--- src/rtl/falafel_pkg.sv ---
// Shared falafel definitions: datapath width and memory op encoding.
// Used by the memory-side atomic unit behind the LSU.
package falafel_pkg;

    localparam int DATA_W = 32;

    typedef enum logic [1:0] {
        MEM_RD  = 2'd0,
        MEM_WR  = 2'd1,
        MEM_CAS = 2'd2
    } mem_op_e;

    // CAS without the write flag degrades to a plain read.
    function automatic mem_op_e mem_decode(
        input logic is_write,
        input logic is_cas
    );
        mem_decode = MEM_RD;
        unique case (1'b1)
            !is_write:           mem_decode = MEM_RD;
            is_write && !is_cas: mem_decode = MEM_WR;
            is_write && is_cas:  mem_decode = MEM_CAS;
            default:             mem_decode = MEM_RD;
        endcase
    endfunction

endpackage

--- src/rtl/falafel_mem_atomic_unit.sv ---
// Memory-side stage: runs LSU read/write/CAS requests against a 1-port SRAM.
// Optional CAS statistics counters: define FALAFEL_MEM_STATS_EN.
module falafel_mem_atomic_unit
    import falafel_pkg::*;
#(
    parameter int SRAM_AW = 10
) (
    input  logic               clk_i,
    input  logic               rst_i,
    input  logic               mem_req_val_i,
    output logic               mem_req_rdy_o,
    input  logic               mem_req_is_write_i,
    input  logic               mem_req_is_cas_i,
    input  logic [DATA_W-1:0]  mem_req_addr_i,
    input  logic [DATA_W-1:0]  mem_req_data_i,
    input  logic [DATA_W-1:0]  mem_req_cas_exp_i,
    output logic               mem_rsp_val_o,
    input  logic               mem_rsp_rdy_i,
    output logic [DATA_W-1:0]  mem_rsp_data_o,
`ifdef FALAFEL_MEM_STATS_EN
    output logic [31:0]        cas_ok_cnt_o,
    output logic [31:0]        cas_fail_cnt_o,
`endif
    output logic               sram_req_o,
    output logic               sram_we_o,
    output logic [SRAM_AW-1:0] sram_addr_o,
    output logic [DATA_W-1:0]  sram_wdata_o,
    input  logic [DATA_W-1:0]  sram_rdata_i
);

    localparam int OFF = $clog2(DATA_W / 8);

    typedef enum logic [2:0] {
        S_IDLE   = 3'd0,
        S_ACCESS = 3'd1,
        S_WAIT   = 3'd2,
        S_CAS_WR = 3'd3,
        S_RSP    = 3'd4
    } state_e;

    state_e              state_q, state_d;
    mem_op_e             op_q, op_d;
    logic [SRAM_AW-1:0]  addr_q, addr_d;
    logic [DATA_W-1:0]   data_q, data_d;
    logic [DATA_W-1:0]   exp_q, exp_d;
    logic [DATA_W-1:0]   rsp_q, rsp_d;

    // Byte-offset and high address bits are intentionally dropped.
    logic unused_addr;
    assign unused_addr = ^{mem_req_addr_i[DATA_W-1:SRAM_AW+OFF],
                           mem_req_addr_i[OFF-1:0]};

    assign mem_rsp_data_o = rsp_q;

    // State, request latch and response register.
    always_ff @(posedge clk_i or posedge rst_i) begin
        if (rst_i) begin
            state_q <= S_IDLE;
            op_q    <= MEM_RD;
            addr_q  <= '0;
            data_q  <= '0;
            exp_q   <= '0;
            rsp_q   <= '0;
        end else begin
            state_q <= state_d;
            op_q    <= op_d;
            addr_q  <= addr_d;
            data_q  <= data_d;
            exp_q   <= exp_d;
            rsp_q   <= rsp_d;
        end
    end

    // Next state, latch updates and SRAM/handshake outputs.
    always_comb begin
        state_d       = state_q;
        op_d          = op_q;
        addr_d        = addr_q;
        data_d        = data_q;
        exp_d         = exp_q;
        rsp_d         = rsp_q;
        mem_req_rdy_o = 1'b0;
        mem_rsp_val_o = 1'b0;
        sram_req_o    = 1'b0;
        sram_we_o     = 1'b0;
        sram_addr_o   = '0;
        sram_wdata_o  = '0;
        case (state_q)
            S_IDLE: begin
                mem_req_rdy_o = 1'b1;
                if (mem_req_val_i) begin
                    op_d    = mem_decode(mem_req_is_write_i,
                                         mem_req_is_cas_i);
                    addr_d  = mem_req_addr_i[SRAM_AW+OFF-1:OFF];
                    data_d  = mem_req_data_i;
                    exp_d   = mem_req_cas_exp_i;
                    state_d = S_ACCESS;
                end
            end
            S_ACCESS: begin
                sram_req_o  = 1'b1;
                sram_addr_o = addr_q;
                if (op_q == MEM_WR) begin
                    sram_we_o    = 1'b1;
                    sram_wdata_o = data_q;
                    rsp_d        = data_q;
                    state_d      = S_RSP;
                end else begin
                    state_d = S_WAIT;
                end
            end
            S_WAIT: begin
                // CAS always reports the old value; LSU compares it.
                rsp_d = sram_rdata_i;
                if (op_q == MEM_CAS && sram_rdata_i == exp_q) begin
                    state_d = S_CAS_WR;
                end else begin
                    state_d = S_RSP;
                end
            end
            S_CAS_WR: begin
                sram_req_o   = 1'b1;
                sram_we_o    = 1'b1;
                sram_addr_o  = addr_q;
                sram_wdata_o = data_q;
                state_d      = S_RSP;
            end
            S_RSP: begin
                mem_rsp_val_o = 1'b1;
                if (mem_rsp_rdy_i) begin
                    state_d = S_IDLE;
                end
            end
            default: begin
                state_d = S_IDLE;
            end
        endcase
    end

`ifdef FALAFEL_MEM_STATS_EN
    logic [31:0] cas_ok_q;
    logic [31:0] cas_fail_q;
    logic        cas_done;
    logic        cas_hit;

    assign cas_done       = (state_q == S_WAIT) && (op_q == MEM_CAS);
    assign cas_hit        = (sram_rdata_i == exp_q);
    assign cas_ok_cnt_o   = cas_ok_q;
    assign cas_fail_cnt_o = cas_fail_q;

    // Saturating CAS outcome counters, bumped as WAIT resolves a CAS.
    always_ff @(posedge clk_i or posedge rst_i) begin
        if (rst_i) begin
            cas_ok_q   <= '0;
            cas_fail_q <= '0;
        end else if (cas_done) begin
            if (cas_hit && cas_ok_q != 32'hFFFF_FFFF) begin
                cas_ok_q <= cas_ok_q + 32'd1;
            end
            if (!cas_hit && cas_fail_q != 32'hFFFF_FFFF) begin
                cas_fail_q <= cas_fail_q + 32'd1;
            end
        end
    end
`else
    // Statistics counters are not built in this configuration.
`endif

endmodule

--- config.mk ---
export PLATFORM = sky130hd
export DESIGN_NAME = falafel_mem_atomic_unit
export DESIGN_NICKNAME = d
export VERILOG_FILES = /design/src/rtl/falafel_pkg.sv /design/src/rtl/falafel_mem_atomic_unit.sv
export SDC_FILE = /design/constraint.sdc
export NUM_CORES = 1
export LEC_CHECK = 0
export ABC_AREA = 1
export ABC_CLOCK_PERIOD_IN_PS = 2700
export BUFFER_PORTS_ARGS = -buffer_cell sky130_fd_sc_hd__buf_2
export CAP_MARGIN = 20
export CORE_ASPECT_RATIO = 1.1
export CORE_MARGIN = 10
export CORE_UTILIZATION = 44
export DETAILED_ROUTE_END_ITERATION = 12
export GPL_ROUTABILITY_DRIVEN = 0
export MAX_ROUTING_LAYER = met4
export PLACE_DENSITY = 0.76
export SLEW_MARGIN = 15
export SYNTH_ARGS = -nofsm -noshare
export SYNTH_HDL_FRONTEND = slang
export SYNTH_SLANG_ARGS = --single-unit
--- constraint.sdc ---
create_clock -name clk_i -period 2.7 [get_ports clk_i]
set_input_delay 0 -clock clk_i [delete_from_list [all_inputs] [get_ports clk_i]]
set_output_delay 0 -clock clk_i [all_outputs]
set_load 0.005 [all_outputs]
== Yosys cells after proc, flatten, opt, wreduce, memory -nomap -nowiden ==
Cells that the tools add are included.
Operators by class
  add/sub/neg operators: 0
  multipliers: 0
  div/mod/pow operators: 0
  order comparisons: 0
  equality and inequality tests: 10
  shift operators: 0
  muxes and demuxes: 16
  bitwise operators: 0
  reduce and logical (&&, ||, !) cells: 10
Operator list (number)
  32-bit case mux with 2 select lines: 2
  32-bit two-way mux: 2
  32-bit equality test: 1
  3-bit case mux with 5 select lines: 1
  3-bit two-way mux: 4
  10-bit two-way mux: 1
  3-bit by 2-bit equality test with 1-bit output (second input constant): 2
  2-bit != test (second input constant): 3
  2-bit AND reduction: 3
  1-bit two-way mux: 4
  2-bit case mux with 2 select lines: 1
  3-bit by 1-bit equality test with 1-bit output (second input constant): 1
  3-bit equality test (second input constant): 1
  1-bit logical AND: 3
  3-bit zero test: 1
  2-bit by 1-bit equality test with 1-bit output (second input constant): 1
  2-bit equality test (second input constant): 1
  1-bit case mux with 2 select lines: 1
  2-bit nonzero test: 1
  2-bit OR reduction: 1
  1-bit zero test: 1
Word-level totals
  flip-flop bits (word level): 111
  bits in latches: 0
  RAM bits: 0
  ROM bits: 0
  output and inout bits: 78
  logic and storage cells: 42
  memories: 0

== Longest topological paths before layout ==
Gate-level depths: netlist of the first run.
  word-level depth: 4
  mapped depth: 11
  mapped depth without buffers: 11

== Worst setup path after synthesis of the first run ==
Ideal clock, no wire load.
  kind: flip-flop to flip-flop
  start: register state_q[1]
  end: register data_q[0]
  setup time: 0.130 ns
  arrival time: 1.265 ns
  required time: 2.570 ns
  path slack: 1.305 ns
  cell stages (with the launch flop): 8
  period minus slack after synthesis: 1.395 ns
  cells stage by stage: dfrtp_1 nor2_1 inv_1 nor2_4 nand2_2 inv_2 clkbuf_1 o21ai_1
On the way
  longest elaborated chain between the ends: 2
Ends and longest elaborated chain
  start, declared: RTL line falafel_mem_atomic_unit.sv:41  | state_e state_q, state_d;
  start signal, assigned: RTL line falafel_mem_atomic_unit.sv:65  | state_q <= state_d;
  3-bit zero test: RTL line falafel_mem_atomic_unit.sv:88  | case (state_q)
  2-bit AND reduction (no line)
  end signal, assigned: RTL line falafel_mem_atomic_unit.sv:68  | data_q <= data_d;
  end, declared: RTL line falafel_mem_atomic_unit.sv:44  | logic [DATA_W-1:0] data_q, data_d;
Every way passes these cells.
A chain may end at the register's enable or synchronous reset.

== Worst setup path in the final report of the first run ==
  start: register state_q[1]
  end: register op_q[0]
On the way
  longest elaborated chain between the ends: 2
Ends and longest elaborated chain
  3-bit zero test: RTL line falafel_mem_atomic_unit.sv:88
  2-bit AND reduction (no line)
  end signal, assigned: RTL line falafel_mem_atomic_unit.sv:66  | op_q <= op_d;
  end, declared: RTL line falafel_mem_atomic_unit.sv:42  | mem_op_e op_q, op_d;
Every way passes these cells.

==> impl_metrics.tcl, run 1 <==
set metrics [dict create \
    skew_ns 0.00923 \
    r2r-end "op_q[0]" \
    fmax_mhz 420 \
    fp.dieH_um 135 \
    ioPinCount 212 \
    fin_setup_tns_ns 0 \
    grt_pass1_vias 5776 \
    syn_area_um2 5290 \
    drcViolationCount 0 \
    ys_seq_area_share_pct 52.5 \
    worstPathRequired_ns 2.97 \
    cts_setup_buffers 0 \
    routed_via_density 4.90 \
    htreeDepth 3 \
    rows 41 \
    max_stage_delay_ns 0.55 \
    routed_wl_um 18100 \
    fillers 905 \
    final_hold_viol_count 0 \
    avgSynthCellArea_um2 7.61 \
    vias 5600 \
    synth_cells 695 \
    cap_violations 0 \
    hold_class "input port to async pin" \
    root_buffer "clkbuf_16" \
    numPortBuffers 189 \
    design_area_um2 7830 \
    multi_input_area_um2 1960 \
    p_per_area_nw_per_um2 993 \
    worstPathArrival_ns 2.66 \
    clock-sinks 111 \
    regArea_um2 2780 \
    cts.path.max_buffers 2 \
    area_growth_syn_to_layout_pct 48.0 \
    p_leak_nw 4.04 \
    fp.dieW_um 125 \
    path_clk_slew_ns 0.07 \
    status "finished clean" \
    synth_fp_nets 829 \
    slowest_stage "dlygate4sd3_1" \
    rsz0062_at_grt "no" \
    worstSetupPathType "flip-flop to flip-flop" \
    cts_buffers 9 \
    period_minus_slack_ns 2.38 \
    dieArea_um2 16800 \
    synth_warnings 0 \
    dpl.hpwl_um 11000 \
    synth_ff_type "dfrtp_1" \
    cts_tree "yes" \
    r2r-start "state_q[1]" \
    drt_iter0_markers 394 \
    dr.pass1.iters 5 \
    peakVddDrop_uv 601 \
    drv_slew 0 \
    setup_viol 0 \
    cp-start-kind "flip-flop" \
    grt_pass1_wl_um 29300 \
    coreArea_um2 11600 \
    cts_hold_buffers 112 \
    max_slew.worst_pin.slew_ns 0.697 \
    period_share_pct 88.3 \
    drive_gt1_share_pct 23.5 \
    rr_worst_depth 9 \
    synth_seq_cells 111 \
    slew_headroom_pct 53.6 \
    antenna_found_initial 3 \
    grt_overflow_total 0 \
    nNetsFinal 1119 \
    cp_cell_sequence "nor2_1 > inv_1 > nor2_4 > nand2_2 > inv_4 > buf_4 > nand3b_1 > dlygate4sd3_1 > o21ai_1" \
    synth_cell_types 26 \
    placed_area_um2 6390 \
    async_flop_share_pct 100 \
    cts_resized 0 \
    cp_max_fo 34 \
    grt_start_max_net_pins 112 \
    initial_utilization_pct 45.6 \
    insertion_delay_ns 0.35 \
    synth-edff-count 0 \
    end_kind "flip-flop" \
    grt.total_usage_pct 21.8 \
    detail-route-antenna-nets 0 \
    ff2ff_setup_slack_ns 0.32 \
    post_drt_wl_per_cell_um 15.8 \
]
-- cells in the mapped netlist (2+ instances only) --
library cell | n | area share (%)
a31oi_1 | 32 | 3.8
buf_2 | 10 | 0.95
buf_4 | 9 | 1.3
clkbuf_1 | 11 | 0.78
dfrtp_1 | 111 | 53
inv_1 | 91 | 6.5
inv_2 | 13 | 0.92
nand2_1 | 224 | 16
nand3_1 | 6 | 0.57
nand4_1 | 2 | 0.24
nor2_1 | 93 | 6.6
o21ai_0 | 3 | 0.28
o21ai_1 | 72 | 6.8
o22ai_1 | 2 | 0.24
xnor2_1 | 5 | 0.83
-- state kept, by name (all words and copies together) (netlist names) --
signal,cells
mem_rsp_data_o,32
exp_q,32
data_q,32
addr_q,10
op_q,2
state_q,3
-- logic make-up after synthesis --
group / Yosys count / synth area share [%]
AOI/OAI and AO/OA: 111 / 11.4
xor gates and xnor gates: 6 / 0.994
buffers and inverters: 135 / 10.6
DFF: 111 / 52.5
and+or+nand+nor: 332 / 24.5
-- layout by cell type, fill, tap and decap left out, drive strengths merged, types with 3 or more instances in the layout --
cell type / count
o21ai: 75
nand2: 226
clkbuf: 10
nand3: 6
clkinvlp: 3
nor2: 95
dlygate4sd3: 112
buf: 198
xnor2: 5
a31oi: 32
inv: 103
diode: 3
dfrtp: 111
-- area by class of cell --
class                           count  share of cell area, %
Antenna cell                        3                 0.0959
Clock buffer                       10                   2.92
Clock inverter                      6                   1.09
Inverter                          104                   5.07
Multi-Input combinational cell    449                   25.1
Sequential cell                   111                   35.5
Tap cell                          150                   2.40
Timing Repair Buffer              310                   27.9
-- metal layers --
layer / GRT usage (%) / routed length (µm) / vias up / part of all wire, %
met2: 36.5 / 9020 / 233 / 50
met3: 4.31 / 1120 / 54 / 6.2
li1: - / - / 2720 / -
met5: - / 0 / - / 0
met1: 24.5 / 7260 / 2593 / 40
met4: 10.7 / 705 / 0 / 3.9
-- how the worst max path moves through the flow --
stage,slack (ns),endpoint,startpoint,cells past startpoint
final,0.32,op_q[0],state_q[1],9
after global placement,0.88,op_q[0],state_q[1],8
after detailed placement,0.85,op_q[0],state_q[1],8
after global routing,0.13,op_q[0],state_q[1],9
after CTS,0.29,op_q[0],state_q[1],9
after floorplan,1.30,data_q[0],state_q[1],7
-- through the flow --
step | std cells | power [mW] | util, % | hold slack (ns) | setup WS, ns
final | 1143 | 7.78 | 67.5 | 0.336 | 0.317
after floorplan | 695 | 5.05 | - | 0.110 | 1.30
after global placement | 1012 | 6.04 | 55.1 | 0.197 | 0.875
after global routing | 1143 | 8.41 | 67.5 | 0.420 | 0.134
after CTS | 1140 | 7.71 | 67.5 | 0.385 | 0.292
after detailed placement | 1012 | 6.15 | 55.1 | 0.200 | 0.846
-- power breakdown --
group	switching, mW	leakage, nW	internal (mW)
clock	0.617	0.148	0.812
combinational	2.08	2.57	1.34
sequential	0.439	1.33	2.49
-- critical path, delay by kind of cell (launching register included) --
family	cells	cell delay [ns]
compound gates	1	0.07
simple gates	4	0.48
flops	1	0.45
buf+inv	4	1.27
Note: power is estimated with default switching activity, not from simulation.
==> run 2: changes to the inputs <==
- RECOVER_POWER: default -> 50
==> impl_metrics.tcl, run 2 (synthesized netlist as in run 1, its figures left out) <==
set metrics [dict create \
    slowest_stage "dlygate4sd3_1" \
    nNetsFinal 1119 \
    critical_path.n_buffers_inverters 4 \
    peakVddDrop_uv 606 \
    crit_cells 9 \
    dieArea_um2 16800 \
    period_share_pct 88.7 \
    failed_checks "capacitance limit, slew limit" \
    dpl.cell_count 1012 \
    insertion_delay_ns 0.35 \
    clock-sinks 111 \
    worstSetupPathType "flip-flop to flip-flop" \
    final_common_cell "nand2_1" \
    r2r-start "state_q[1]" \
    setup_viol 0 \
    crit_family "buffers and inverters" \
    cts_buffers 9 \
    cts.path.max_buffers 2 \
    coreArea_um2 11600 \
    cp_cell_sequence "nor2_1 > inv_1 > nor2_4 > nand2_2 > inv_4 > buf_4 > nand3b_1 > dlygate4sd3_1 > o21ai_1" \
    post_drt_wl_per_cell_um 15.8 \
    setup_ws_ns 0.306 \
    fin_setup_tns_ns 0 \
    p_leak_nw 3.95 \
    dpl.hpwl_um 11000 \
    seqPwrFrac_pct 38.1 \
    ioPinCount 212 \
    grt_overflow_total 0 \
    fp.dieW_um 125 \
    layout.cells.non_filler 1143 \
    slew_headroom_pct -2.09 \
    drcViolationCount 0 \
    max_slew.worst_pin.slew_ns 1.53 \
    period_minus_slack_ns 2.39 \
    root_buffer "clkbuf_16" \
    rsz0062_at_grt "no" \
    worstPathRequired_ns 2.97 \
    drt_iter0_markers 425 \
    final_hold_viol_count 0 \
    numPortBuffers 189 \
    intPower_mw 4.57 \
    rows 41 \
    fp.dieH_um 135 \
    cts_setup_buffers 0 \
    p_comb_share_pct 43.4 \
    ff2ff_setup_slack_ns 0.31 \
    drive_gt1_share_pct 19.8 \
    area_growth_syn_to_layout_pct 46.9 \
    fmax_mhz 418 \
    rr_worst_depth 9 \
    status "finished with violations" \
    p_per_area_nw_per_um2 992 \
    most-common-layout-cells "nand2_1, buf_2, dlygate4sd3_1" \
    cap_violations 1 \
    max_stage_delay_ns 0.55 \
    antenna_found_initial 3 \
    dr.pass1.iters 5 \
    vias 5589 \
    path_clk_slew_ns 0.08 \
    cp-start-kind "flip-flop" \
    skew_ns 0.00973 \
    r2r-end "op_q[0]" \
    routed_wl_um 18100 \
    initial_utilization_pct 45.6 \
    placed_area_um2 6390 \
    p_clk_share_pct 18.5 \
    grt_pass1_vias 5776 \
    hold_class "input port to flip-flop" \
    cts_resized 0 \
    grt.total_usage_pct 21.8 \
    drv_slew 112 \
    detail-route-antenna-nets 0 \
    cp_max_fo 34 \
    worstPathArrival_ns 2.67 \
    power_mw 7.71 \
    grt_pass1_wl_um 29300 \
    dp_slack_ns 0.846 \
    hold_start "mem_req_cas_exp_i[8]" \
    power.net_switching_mw 3.14 \
    fillers 931 \
    routed_via_density 4.89 \
    grt_start_max_net_pins 112 \
    holdPathEnd "exp_q[8]" \
    whs_path_depth 4 \
    cts_tree "yes" \
    design_area_um2 7770 \
    htreeDepth 3 \
    end_kind "flip-flop" \
    netSwitchingFraction_pct 40.7 \
]
[run 2: changes by cell type in the layout (fill, tap and decap cells not counted), sizes merged]
cell / previous run / this run
buf: 198 / 162
clkbuf: 10 / 46
[run 2: worst register-to-register path, cell delays in order, from the launching register on]
cell,delay (ns)
dfrtp_1,0.45
nor2_1,0.13
inv_1,0.08
nor2_4,0.11
nand2_2,0.17
inv_4,0.36
buf_4,0.31
nand3b_1,0.09
dlygate4sd3_1,0.55
o21ai_1,0.07
[run 2: power by group through the flow]
| stage | sequential (mW) | clock [mW] | combinational (mW) |
|---|---|---|---|
| after global placement | 2.89 | 0 | 3.14 |
| after CTS | 2.91 | 1.44 | 3.36 |
| after global routing | 3.03 | 1.50 | 3.81 |
| after floorplan | 2.89 | 0 | 2.17 |
| final | 2.94 | 1.43 | 3.34 |
| after detailed placement | 2.94 | 0 | 3.21 |
[run 2: how the worst max path moves through the flow]
| stage | startpoint | endpoint | slack (ns) |
|---|---|---|---|
| after floorplan | state_q[1] | data_q[0] | 1.30 |
| after global placement | state_q[1] | op_q[0] | 0.88 |
| after detailed placement | state_q[1] | op_q[0] | 0.85 |
| after CTS | state_q[1] | op_q[0] | 0.29 |
| after global routing | state_q[1] | op_q[0] | 0.13 |
| final | state_q[1] | op_q[0] | 0.31 |
[run 2: area by class of cell]
cell class / instances / area, µm² / area share (%)
antenna: 3 / 7.51 / 0.0966
clock buffer: 10 / 229 / 2.95
clock inverter: 6 / 85.1 / 1.09
inverter: 104 / 397 / 5.10
multi-input combinational: 449 / 1960 / 25.2
sequential: 111 / 2780 / 35.7
tap: 150 / 188 / 2.42
timing repair buffer: 310 / 2130 / 27.4
[run 2: routing by layer]
metal  track usage (%)  up-vias  part of all wire [%]
met5                 -        -                     0
met4              10.7        0                   3.8
met3              4.31       54                   5.9
met2              36.5      236                    50
met1              24.5     2578                    40
li1                  -     2721                     -
[run 2: what timing repair did]
action,in CTS,in global routing
setup endpoints to repair,0,0
hold endpoints to repair,221,0
hold buffers,112,0
[run 2: through the flow]
step | hold WS, ns | utilization [%]
after global placement | 0.197 | 55.1
after detailed placement | 0.200 | 55.1
after floorplan | 0.110 | -
after CTS | 0.385 | 67.5
after global routing | 0.420 | 67.0
final | 0.392 | 67.0
==> run 3: changes to the inputs <==
- ABC_CLOCK_PERIOD_IN_PS: 2700 -> 2550
- CORE_UTILIZATION: 44 -> 45
- PLACE_DENSITY: 0.76 -> 0.74
- clock period: 2.7 -> 2.55 ns (I/O delays scaled with it)
==> impl_metrics.tcl, run 3 (synthesized netlist as in run 1, its figures left out) <==
set metrics [dict create \
    grt_pass1_wl_um 28100 \
    drt_iter0_markers 336 \
    path_clk_slew_ns 0.07 \
    dpl.hpwl_um 10700 \
    htreeDepth 3 \
    cap_violations 0 \
    cts_tree "yes" \
    multi_input_area_um2 1960 \
    nNetsFinal 1116 \
    fillers 921 \
    p_clk_share_pct 17.2 \
    p_leak_nw 3.92 \
    insertion_delay_ns 0.34 \
    setup_viol 0 \
    cp_common_cell "nor2_1" \
    whs_ns 0.399 \
    initial_utilization_pct 46.0 \
    period_minus_slack_ns 2.02 \
    fp.dieW_um 123 \
    dr.pass1.iters 5 \
    fin_setup_tns_ns 0 \
    grt_start_max_net_pins 112 \
    worstPathRequired_ns 2.55 \
    routed_via_density 4.84 \
    fp.dieH_um 134 \
    status "finished clean" \
    slowest_stage "o21ai_4" \
    critical_path.n_buffers_inverters 3 \
    max_slew.worst_pin.slew_ns 1.50 \
    cts_setup_buffers 0 \
    worstSetupPathType "flip-flop to output pin" \
    grt_pass1_vias 5660 \
    clock-sinks 111 \
    peakVddDrop_uv 527 \
    rows 41 \
    max_stage_delay_ns 0.49 \
    dieArea_um2 16500 \
    power.net_switching_mw 3.19 \
    drive_gt1_share_pct 19.1 \
    routed_wl_um 17500 \
    cp-start-kind "flip-flop" \
    cp_cell_sequence "inv_1 > nor2_1 > o21ai_4 > buf_4 > nor2_1 > buf_2" \
    p_per_area_nw_per_um2 1030 \
    fmax_mhz 495 \
    detail-route-antenna-nets 0 \
    most-common-layout-cells "nand2_1, buf_2, dlygate4sd3_1" \
    hold_class "input port to flip-flop" \
    regArea_um2 2780 \
    seqPwrFrac_pct 39.3 \
    grt_overflow_total 0 \
    cts.path.max_buffers 2 \
    crit_family "buffers and inverters" \
    intPower_mw 4.70 \
    coreArea_um2 11500 \
    vias 5505 \
    ioPinCount 212 \
    area_growth_syn_to_layout_pct 45.4 \
    grt.total_usage_pct 21.7 \
    end_kind "output pin" \
    post_drt_wl_per_cell_um 15.4 \
    slew_headroom_pct 0.0158 \
    worstPathArrival_ns 2.02 \
    root_buffer "clkbuf_16" \
    layout.cells.non_filler 1137 \
    drv_slew 0 \
    netSwitchingFraction_pct 40.4 \
    final_common_cell "nand2_1" \
    dpl.cell_count 1009 \
    skew_ns 0.00483 \
    power_mw 7.89 \
    p_comb_share_pct 43.5 \
    rsz0062_at_grt "no" \
    drcViolationCount 0 \
    final_hold_viol_count 0 \
    period_share_pct 79.3 \
    cts_buffers 9 \
    numPortBuffers 189 \
    cp_max_fo 19 \
    antenna_found_initial 1 \
]
-- run 3: final timing paths --
path / cells past startpoint / slack, ns / to / startpoint
max: 6 / 0.53 / sram_wdata_o[7] / op_q[0]
min: 4 / 0.40 / data_q[25] / mem_req_data_i[25]
max reg2reg: 5 / 0.64 / mem_rsp_data_o[23] / state_q[2]
min reg2reg: 2 / 0.51 / exp_q[24] / exp_q[24]
max in group asynchronous: 4 / 0.85 / exp_q[24] / rst_i
min in group asynchronous: 4 / 0.75 / addr_q[8] / rst_i
-- run 3: layout make-up --
class / instances / area share [%]
well taps: 150 / 2.44
flip-flops and latches: 111 / 36.1
clock buffers: 14 / 3.17
clock inverters: 1 / 0.390
inverters: 104 / 5.16
multi-input cells: 449 / 25.4
repair buffers: 307 / 27.2
diodes: 1 / 0.0325
-- run 3: per-stage QoR --
stage / setup slack (ns) / area (µm²) / utilization, %
after floorplan: 1.15 / 5290 / -
after global placement: 0.843 / 6350 / 55.3
after detailed placement: 0.721 / 6350 / 55.3
after CTS: 0.562 / 7750 / 67.4
after global routing: 0.416 / 7690 / 66.9
final: 0.529 / 7690 / 66.9
-- run 3: power by group through the flow --
stage | sequential [mW] | clock [mW] | combinational [mW]
detailed placement | 3.12 | 0 | 3.34
CTS | 3.09 | 1.37 | 3.49
floorplan | 3.06 | 0 | 2.29
global placement | 3.08 | 0 | 3.25
global route | 3.20 | 1.45 | 3.93
finish | 3.10 | 1.35 | 3.44
-- run 3: timing repair --
item	CTS	global route
resized for setup	0	0
endpoints found under the hold margin	221	0
hold buffers	112	0
-- run 3: worst reg2reg max path, cell delays in order, from the launching register on --
cell,delay [ns]
dfrtp_1,0.46
nor2_1,0.35
nand3_1,0.20
nand2_4,0.53
nor2_1,0.13
a31oi_1,0.17
-- run 3: metal layers --
metal / GRT usage, % / vias to the layer above / wire length, µm
met1: 23.8 / 2556 / 6700
li1: - / 2698 / -
met3: 4.44 / 43 / 1200
met2: 37.7 / 208 / 9120
met5: - / - / 0
met4: 7.97 / 0 / 472
